**src/rtl/counter_cmd_sequencer_pkg.sv**
```systemverilog
// Shared types for the counter command sequencer: command encoding, FSM states
// and the FIFO element layout.
package counter_seq_pkg;

  localparam int CNT_W = 4;

  typedef enum logic [1:0] {
    OP_NOP  = 2'b00,
    OP_LOAD = 2'b01,
    OP_UP   = 2'b10,
    OP_DOWN = 2'b11
  } cmd_op_e;

  typedef enum logic [1:0] {
    ST_IDLE,
    ST_LOAD,
    ST_RUN
  } seq_state_e;

  typedef struct packed {
    cmd_op_e          op;
    logic [CNT_W-1:0] arg;
  } cmd_t;

  // An UP/DOWN count of zero stands for the full 2**CNT_W cycles.
  function automatic logic [CNT_W:0] run_len(input logic [CNT_W-1:0] arg);
    return (arg == '0) ? {1'b1, {CNT_W{1'b0}}} : {1'b0, arg};
  endfunction

endpackage

```
**src/rtl/counter_cmd_sequencer_if.sv**
```systemverilog
// Command handshake between an upstream source and the sequencer.
interface counter_cmd_sequencer_if;
  import counter_seq_pkg::*;

  logic             cmd_valid;
  logic             cmd_ready;
  cmd_op_e          cmd_op;
  logic [CNT_W-1:0] cmd_arg;

  modport master (output cmd_valid, cmd_op, cmd_arg, input cmd_ready);
  modport slave  (input cmd_valid, cmd_op, cmd_arg, output cmd_ready);

endinterface

```
**src/rtl/counter_cmd_sequencer_fifo.sv**
```systemverilog
// Small synchronous FIFO for queued commands; push is ignored when full and
// pop is ignored when empty, with no write-to-read bypass.
module counter_cmd_fifo
  import counter_seq_pkg::*;
#(
  parameter int  DEPTH = 4,
  parameter type T     = cmd_t
) (
  input  logic clk,
  input  logic rstn,
  input  logic push,
  input  T     wdata,
  input  logic pop,
  output T     rdata,
  output logic full,
  output logic empty
);

  localparam int AW = $clog2(DEPTH);

  T              r_mem [DEPTH];
  logic [AW-1:0] r_wptr;
  logic [AW-1:0] r_rptr;
  logic [AW:0]   r_count;
  logic          w_push;
  logic          w_pop;

  assign w_push = push && !full;
  assign w_pop  = pop && !empty;
  assign full   = (r_count == (AW+1)'(DEPTH));
  assign empty  = (r_count == '0);
  assign rdata  = r_mem[r_rptr];

  always_ff @(posedge clk or negedge rstn) begin
    if (!rstn) begin
      r_wptr  <= '0;
      r_rptr  <= '0;
      r_count <= '0;
    end else begin
      if (w_push) r_wptr <= r_wptr + 1'b1;
      if (w_pop)  r_rptr <= r_rptr + 1'b1;
      case ({w_push, w_pop})
        2'b10:   r_count <= r_count + 1'b1;
        2'b01:   r_count <= r_count - 1'b1;
        default: r_count <= r_count;
      endcase
    end
  end

  always_ff @(posedge clk) begin
    if (w_push) r_mem[r_wptr] <= wdata;
  end

endmodule

```
**src/rtl/counter_cmd_sequencer.sv**
```systemverilog
// Expands queued LOAD/UP/DOWN commands into per-cycle counter controls.
// Outputs are registered one cycle behind the FSM state that produces them.
module counter_cmd_sequencer
  import counter_seq_pkg::*;
#(
  parameter int DEPTH = 4
) (
  input  logic                    clk,
  input  logic                    rstn,
  counter_cmd_sequencer_if.slave  cmd,
  output logic                    load,
  output logic                    up_down,
  output logic [CNT_W-1:0]        data_in,
  output logic                    busy,
  output logic                    cmd_done
);

  seq_state_e       r_state, w_state_nxt;
  logic [CNT_W:0]   r_remain, w_remain_nxt;
  logic             r_dir, w_dir_nxt;
  logic [CNT_W-1:0] r_arg, w_arg_nxt;
  cmd_t             w_head;
  cmd_t             w_wdata;
  logic             w_full;
  logic             w_empty;
  logic             w_pop;
  logic             w_take;

  assign w_wdata.op    = cmd.cmd_op;
  assign w_wdata.arg   = cmd.cmd_arg;
  assign cmd.cmd_ready = !w_full;

  counter_cmd_fifo #(.DEPTH(DEPTH), .T(cmd_t)) u_fifo (
    .clk   (clk),
    .rstn  (rstn),
    .push  (cmd.cmd_valid),
    .wdata (w_wdata),
    .pop   (w_pop),
    .rdata (w_head),
    .full  (w_full),
    .empty (w_empty)
  );

  // A new command may start from IDLE or from the final cycle of the current
  // one, which is what removes the bubble between queued commands.
  always_comb begin
    w_state_nxt  = r_state;
    w_remain_nxt = r_remain;
    w_dir_nxt    = r_dir;
    w_arg_nxt    = r_arg;
    w_pop        = 1'b0;
    w_take       = (r_state == ST_IDLE) || (r_state == ST_LOAD) ||
                   ((r_state == ST_RUN) && (r_remain == (CNT_W+1)'(1)));
    if (r_state == ST_RUN) w_remain_nxt = r_remain - 1'b1;
    if (w_take) begin
      w_state_nxt = ST_IDLE;
      if (!w_empty) begin
        w_pop     = 1'b1;
        w_arg_nxt = w_head.arg;
        case (w_head.op)
          OP_LOAD: w_state_nxt = ST_LOAD;
          OP_UP, OP_DOWN: begin
            w_state_nxt  = ST_RUN;
            w_remain_nxt = run_len(w_head.arg);
            w_dir_nxt    = (w_head.op == OP_UP);
          end
          default: w_state_nxt = ST_IDLE;
        endcase
      end
    end
  end

  always_ff @(posedge clk or negedge rstn) begin
    if (!rstn) begin
      r_state  <= ST_IDLE;
      r_remain <= '0;
      r_dir    <= 1'b1;
      r_arg    <= '0;
      load     <= 1'b0;
      up_down  <= 1'b1;
      data_in  <= '0;
      cmd_done <= 1'b0;
      busy     <= 1'b0;
    end else begin
      r_state  <= w_state_nxt;
      r_remain <= w_remain_nxt;
      r_dir    <= w_dir_nxt;
      r_arg    <= w_arg_nxt;
      load     <= (r_state == ST_LOAD);
      cmd_done <= (r_state != ST_IDLE) && w_take;
      busy     <= (r_state != ST_IDLE) || !w_empty;
      if (r_state == ST_LOAD) data_in <= r_arg;
      if (r_state == ST_RUN)  up_down <= r_dir;
    end
  end

endmodule
```
**src/flat_wrapper.sv**
```systemverilog
// flat-port wrapper written by rule: the top's interface ports become plain ports
module counter_cmd_sequencer_flat import counter_seq_pkg::*;
#(
  parameter int DEPTH = 4
)
  (clk, rstn, load, up_down, data_in, busy, cmd_done, cmd_cmd_valid, cmd_cmd_op, cmd_cmd_arg, cmd_cmd_ready);
  counter_cmd_sequencer_if cmd_i ();
  input  logic clk;
  input  logic rstn;
  output logic load;
  output logic up_down;
  output logic [CNT_W-1:0] data_in;
  output logic busy;
  output logic cmd_done;
  input wire logic [$bits(cmd_i.cmd_valid)-1:0] cmd_cmd_valid;
  input wire logic [$bits(cmd_i.cmd_op)-1:0] cmd_cmd_op;
  input wire logic [$bits(cmd_i.cmd_arg)-1:0] cmd_cmd_arg;
  output wire logic [$bits(cmd_i.cmd_ready)-1:0] cmd_cmd_ready;
  assign cmd_i.cmd_valid = cmd_cmd_valid;
  assign cmd_i.cmd_op = cmd_cmd_op;
  assign cmd_i.cmd_arg = cmd_cmd_arg;
  assign cmd_cmd_ready = cmd_i.cmd_ready;
  counter_cmd_sequencer #(.DEPTH(DEPTH)) u_core (.clk(clk), .rstn(rstn), .cmd(cmd_i), .load(load), .up_down(up_down), .data_in(data_in), .busy(busy), .cmd_done(cmd_done));
endmodule
```
**config.mk**
```make
export PLATFORM = sky130hd
export DESIGN_NAME = counter_cmd_sequencer_flat
export DESIGN_NICKNAME = d
export VERILOG_FILES = /design/src/rtl/counter_cmd_sequencer_pkg.sv /design/src/rtl/counter_cmd_sequencer_if.sv /design/src/rtl/counter_cmd_sequencer_fifo.sv /design/src/rtl/counter_cmd_sequencer.sv /design/src/flat_wrapper.sv
export SDC_FILE = /design/constraint.sdc
export NUM_CORES = 1
export LEC_CHECK = 0
export CORE_MARGIN = 5
export CORE_UTILIZATION = 51
export DETAILED_ROUTE_END_ITERATION = 10
export PLACE_DENSITY = 0.72
export SETUP_SLACK_MARGIN = 0.5
export SYNTH_ARGS = -nofsm -noshare
export SYNTH_HDL_FRONTEND = slang
export SYNTH_SLANG_ARGS = --single-unit
```
**constraint.sdc**
```tcl
create_clock -name clk -period 2.5 [get_ports clk]
set_clock_uncertainty 0.05 [all_clocks]
set_input_delay 0.25 -clock clk [delete_from_list [all_inputs] [get_ports clk]]
set_output_delay 0.25 -clock clk [all_outputs]
set_load 0.01 [all_outputs]
```
==> results_dict.tcl <==
set metrics [dict create \
    crit_required_ps 2670 \
    status "finished, final reports clean" \
    overflow 0 \
    synth_cell_type_count 32 \
    worstSetupStartpointType "register" \
    synthTopCellsByCount "dfrtp_1, edfxtp_1, nand2_1" \
    fin_nets 190 \
    drive_above_1_share_pct 25.3 \
    finalSetupViolCount 0 \
    cts-root-buf "clkbuf_8" \
    antenna_found_initial 0 \
    grt_setup_unrepaired "true" \
    cts.sinks 51 \
    start_util_pct 53.7 \
    multiInputGateArea_um2 754 \
    synth_flop_cell "dfrtp_1" \
    clock_path_buffers 2 \
    drv_slew 0 \
    synthCells 142 \
    grt_pass1_wl_um 5500 \
    finalSetupTns_ps 0 \
    grt_pass1_vias 1214 \
    leakagePower_nw 1.06 \
    max_slew_margin_pct 60.6 \
    tightestPinTransition_ps 591 \
    avgRoutedWirePerCell_um 15.0 \
    synth_area_mm2 0.00219 \
    cp_max_fo 2 \
    synth_top_area_share_pct 32.8 \
    gp_congestion 0.781 \
    ys_seq_area_share_pct 63.7 \
    hpwl_um 2390 \
    h-tree-depth 2 \
    synth.area.top_cells "edfxtp_1, dfrtp_1, mux4_1, mux2_2, ha_1" \
    port_buffers 17 \
    insertedDiodeCount 0 \
    drc_errors 0 \
    dieArea_mm2 0.00572 \
    powerDensity_mw_per_mm2 1210 \
    syn_avg_cell_area_um2 15.5 \
    cts_buffers 5 \
    pin_count 18 \
    final-seq-area_mm2 0.00140 \
    fin_crit_ps 2170 \
    crit_type "register to register" \
    die_w_um 75.6 \
    clock_latency_ps 290 \
    r2r_cells 12 \
    fillCellCount 319 \
    ys_warn_count 0 \
    cts_hold_buf 0 \
    path_clk_slew_ps 90 \
    final_hold_viol_count 0 \
    irDropWorstVdd_mv 0.733 \
    arrival_ps 2330 \
    drt-pass1-iter-count 4 \
    routed_wl_um 3350 \
    vias_per_cell 5.24 \
    ant_nets 0 \
    num_rows 23 \
    hold_path_class "input port to asynchronous set/reset pin" \
    fp.dieH_um 75.6 \
    final_min_period_over_clock_period_pct 86.6 \
    yosysMostFrequentCell "dfrtp_1" \
    grt_use_total_pct 13.1 \
    synthArstFlopShare_pct 52.9 \
    synth-edff-count 24 \
    area_growth_pct 18.1 \
    drt-initial-drc-count 36 \
    core_area_mm2 0.00409 \
    yosysTopAreaCell "edfxtp_1" \
    cts_tree "built" \
    design_area_mm2 0.00259 \
    timing.fmax_mhz 462 \
    syn_nets 159 \
    endpoint_kind "register" \
    vias 1173 \
    drv_cap 0 \
    dpl-instance-area_mm2 0.00243 \
    grt_start_max_net_pins 28 \
    ys_ff_latch 51 \
]
[stage by stage]
stage | hold WS, ps | setup slack (ps) | util, % | std cells | power (W)
global route | 292 | 178 | 63.4 | 224 | 0.00335
CTS | 288 | 327 | 62.6 | 221 | 0.00311
detailed placement | 399 | 146 | 59.4 | 208 | 0.00258
floorplan | -95.6 | 333 | - | 142 | 0.00225
global placement | 394 | 239 | 59.4 | 208 | 0.00253
finish | 278 | 334 | 63.4 | 224 | 0.00313
[worst paths after layout]
path,start,end,slack [ps]
max in group asynchronous,rstn,u_core.r_dir,1820
hold reg to reg,u_core.r_dir,u_core.up_down,410
hold / removal,rstn,u_core.r_remain[3],280
min in group clk,u_core.r_dir,u_core.up_down,410
setup / recovery,u_core.r_remain[1],u_core.u_fifo.r_count[2],330
setup reg to reg,u_core.r_remain[1],u_core.u_fifo.r_count[2],330
[where the power goes]
group / internal [W] / switching [W] / total [W] / leakage (nW)
clock network: 0.000196 / 0.000260 / 0.000457 / 0.0445
registers: 0.00119 / 0.000184 / 0.00137 / 0.537
logic: 0.000696 / 0.000606 / 0.00130 / 0.478
[flip-flops by register name (all words and copies together) (netlist names), 2 cells and up]
register and flops:
u_core.u_fifo.r_wptr 2, u_core.u_fifo.r_rptr 2, u_core.u_fifo.r_count 3, u_core.r_remain 5, u_core.data_in 4, u_core.u_fifo.r_mem 24, u_core.r_state 2, u_core.r_arg 4
[what timing repair did]
item / 4_1_cts / 5_1_grt
endpoints found under the setup margin: 2 / 3
setup buffers: 5 / 3
gates resized for setup: 5 / 2
pin swaps: 3 / 3
endpoints found under the hold margin: 0 / 0
[cell usage in the layout (no fill, tap or decap), types with 2 or more instances in the layout]
cell type	synthesis	routed
dfrtp_1	25	25
edfxtp_1	24	24
clkdlybuf4s50_1	0	17
nand2_1	11	10
mux2_2	10	10
buf_4	1	10
inv_1	10	8
nor2_1	6	6
xnor2_1	5	5
mux4_1	5	5
xor2_1	5	5
ha_1	7	5
clkbuf_8	0	5
and3_1	4	4
a21oi_2	3	3
o21ai_0	4	3
inv_2	1	2
nand2b_1	2	2
a21o_1	2	2
ha_4	0	2
dfstp_2	2	2
[per-layer routing]
metal / track usage (%) / wire [um] / vias to the layer above / share of wire (%)
met4: 3.50 / 13 / 0 / 0.39
li1: - / - / 568 / -
met5: 0 / 0 / - / 0
met3: 4.49 / 142 / 2 / 4.2
met2: 21.6 / 1720 / 27 / 51
met1: 16.5 / 1480 / 576 / 44
[kinds of logic after synthesis]
group	count (synthesis)	synth area share, %
compound gates	11	3.88
xor+xnor	10	3.99
fa+ha+maj	8	4.90
buf+inv	14	3.25
flops	51	63.7
mux	16	12.1
simple gates	32	8.10
[worst max-delay path: stages, from the launching register on]
cell and delay [ps]:
dfrtp_1 400, inv_2 80, ha_4 110, nor4b_4 200
a21o_1 180, nand2_2 80, inv_4 70, ha_4 120
inv_2 30, fa_2 330, xor2_1 150, nor2_1 130
xor2_1 160
[cell type report]
class                      instances  area share [%]
clock buffer                       5            2.65
clock inverter                     3           0.724
inverter                          11            1.69
multi-input combinational         77            29.1
sequential                        51            54.0
tap                               50            2.41
timing repair buffer              27            9.46
Power figures use the tool's default switching activity.
==> variant, RTL diff (same settings) <==
Reset style: synchronous (`rstn`), changed in 2 clocked blocks.
--- a/src/rtl/counter_cmd_sequencer_fifo.sv
+++ b/src/rtl/counter_cmd_sequencer_fifo.sv
@@ -31,7 +31,7 @@
   assign empty  = (r_count == '0);
   assign rdata  = r_mem[r_rptr];
 
-  always_ff @(posedge clk or negedge rstn) begin
+  always_ff @(posedge clk) begin
     if (!rstn) begin
       r_wptr  <= '0;
       r_rptr  <= '0;
--- a/src/rtl/counter_cmd_sequencer.sv
+++ b/src/rtl/counter_cmd_sequencer.sv
@@ -70,7 +70,7 @@
     end
   end
 
-  always_ff @(posedge clk or negedge rstn) begin
+  always_ff @(posedge clk) begin
     if (!rstn) begin
       r_state  <= ST_IDLE;
       r_remain <= '0;
Behaviour: differs if rstn is asserted again (counterexample within 4 cycles, from zero or initial values and one cycle with rstn low); with rstn held inactive, the same outputs for 10 cycles.
==> variant against the unedited design <==
Final area grew 2.7%. Critical path depth shrank 3. Worst setup slack got worse by 0.028 ns. Combinational power is 13% lower. Sequential cell count is 2 higher. Power decreased by 6.3%. Synthesized area shrank 0.91%. Die area fell by 0.79%. Routed wire length grew 13%. Clock power grew 23%. Global-route usage is 1.8 points higher. Synthesized cell count grew 18%.
==> variant: results (changes against the unedited design) <==
status=finished clean; top cells by area, synth=edfxtp_1, dfxtp_1, mux2i_1, mux4_2, ha_1; Placed Area=0.00241 mm² (-0.52%); Netlist cell types=36 (+13%); vias in the first global route=1,324 (+9.1%); Leak=0.991 nW (-6.5%); gpl congestion=0.729 (-6.7%); Total Routing Usage GR=14.9% (+1.8 points); proportion of synthesized area in mux cells=10.7% (-1.4 points); CP Launch Point=u_core.u_fifo.r_count[2]$_SDFFE_PN0P_; critical path arrival=2.35 ns (+0.02 ns); Total Wirelength=3790 µm (+13%); xor/xnor share of the synthesized area=3.22% (-0.77 points); origin of the critical flop-to-flop path=u_core.u_fifo.r_count[2]$_SDFFE_PN0P_; Slew @ Worst Pin=0.659 ns (+0.0681 ns); Via density=5.30 (+1.1%); Synth Area in Adders=4.95% (+0.045 points); Int Pwr=1.97 mW (-5.2%); Slowest-stage cell, CP=or3b_4; drt pass-1 iters=5 (+1); register area share after synthesis=59.8% (-3.9 points); crit-path max FO=4 (+2); Layout Nets=216 (+14%); Post-synth top cells=dfxtp_1, edfxtp_1, nor2_1, inv_1, mux2i_1; layout cells sized above 1=24.5% (-0.79 points); Syn Nets=185 (+16%); largest net degree at the start of global routing=23 (-18%)
[variant: worst paths after layout]
| check | slack [ns] | endpoint | depth (start not counted) |
|---|---|---|---|
| setup / recovery | 0.31 | u_core.u_fifo.r_count[2]$_SDFFE_PN0P_ | 9 |
| hold / removal | 0.43 | u_core.up_down$_SDFFE_PN1P_ | 2 |
| setup reg to reg | 0.31 | u_core.u_fifo.r_count[2]$_SDFFE_PN0P_ | 9 |
| hold reg to reg | 0.43 | u_core.up_down$_SDFFE_PN1P_ | 2 |
[variant: timing repair]
item | CTS | global route
endpoints found under the setup margin | 2 | 8
cloned | 0 | 0
gates resized for setup | 7 | 9
pin swaps | 4 | 3
setup buffers | 6 | 4
[variant: metrics by stage]
stage | worst slack (ns) | std cells
final | 0.307 | 250
after global routing | 0.214 | 250
after CTS | 0.320 | 246
after detailed placement | 0.283 | 232
after global placement | 0.366 | 232
after floorplan | 0.398 | 168
[variant: layer usage]
layer / part of all wire [%] / up-vias / track usage [%] / routed length (µm)
met5: 0 / - / 0 / 0
met4: 1.2 / 0 / 4.66 / 44
met3: 3.2 / 4 / 3.96 / 122
met2: 52 / 27 / 25.3 / 1990
met1: 43 / 632 / 18.5 / 1640
li1: - / 661 / - / -
[variant: final cells by class]
class	count	area [µm²]
clock buffers	6	72.6
clock inverters	2	38.8
fillers	307	1400
inverters	11	43.8
multi-input cells	99	868
flip-flops and latches	53	1310
well taps	50	62.6
repair buffers	29	263
[variant: power by group through the flow]
stage	sequential [mW]	clock [mW]	combinational, mW
2_1_floorplan	1.20	0	0.810
3_3_place_gp	1.23	0	0.937
3_5_place_dp	1.24	0	0.966
4_1_cts	1.23	0.576	1.06
5_1_grt	1.26	0.620	1.24
6_report	1.24	0.564	1.13
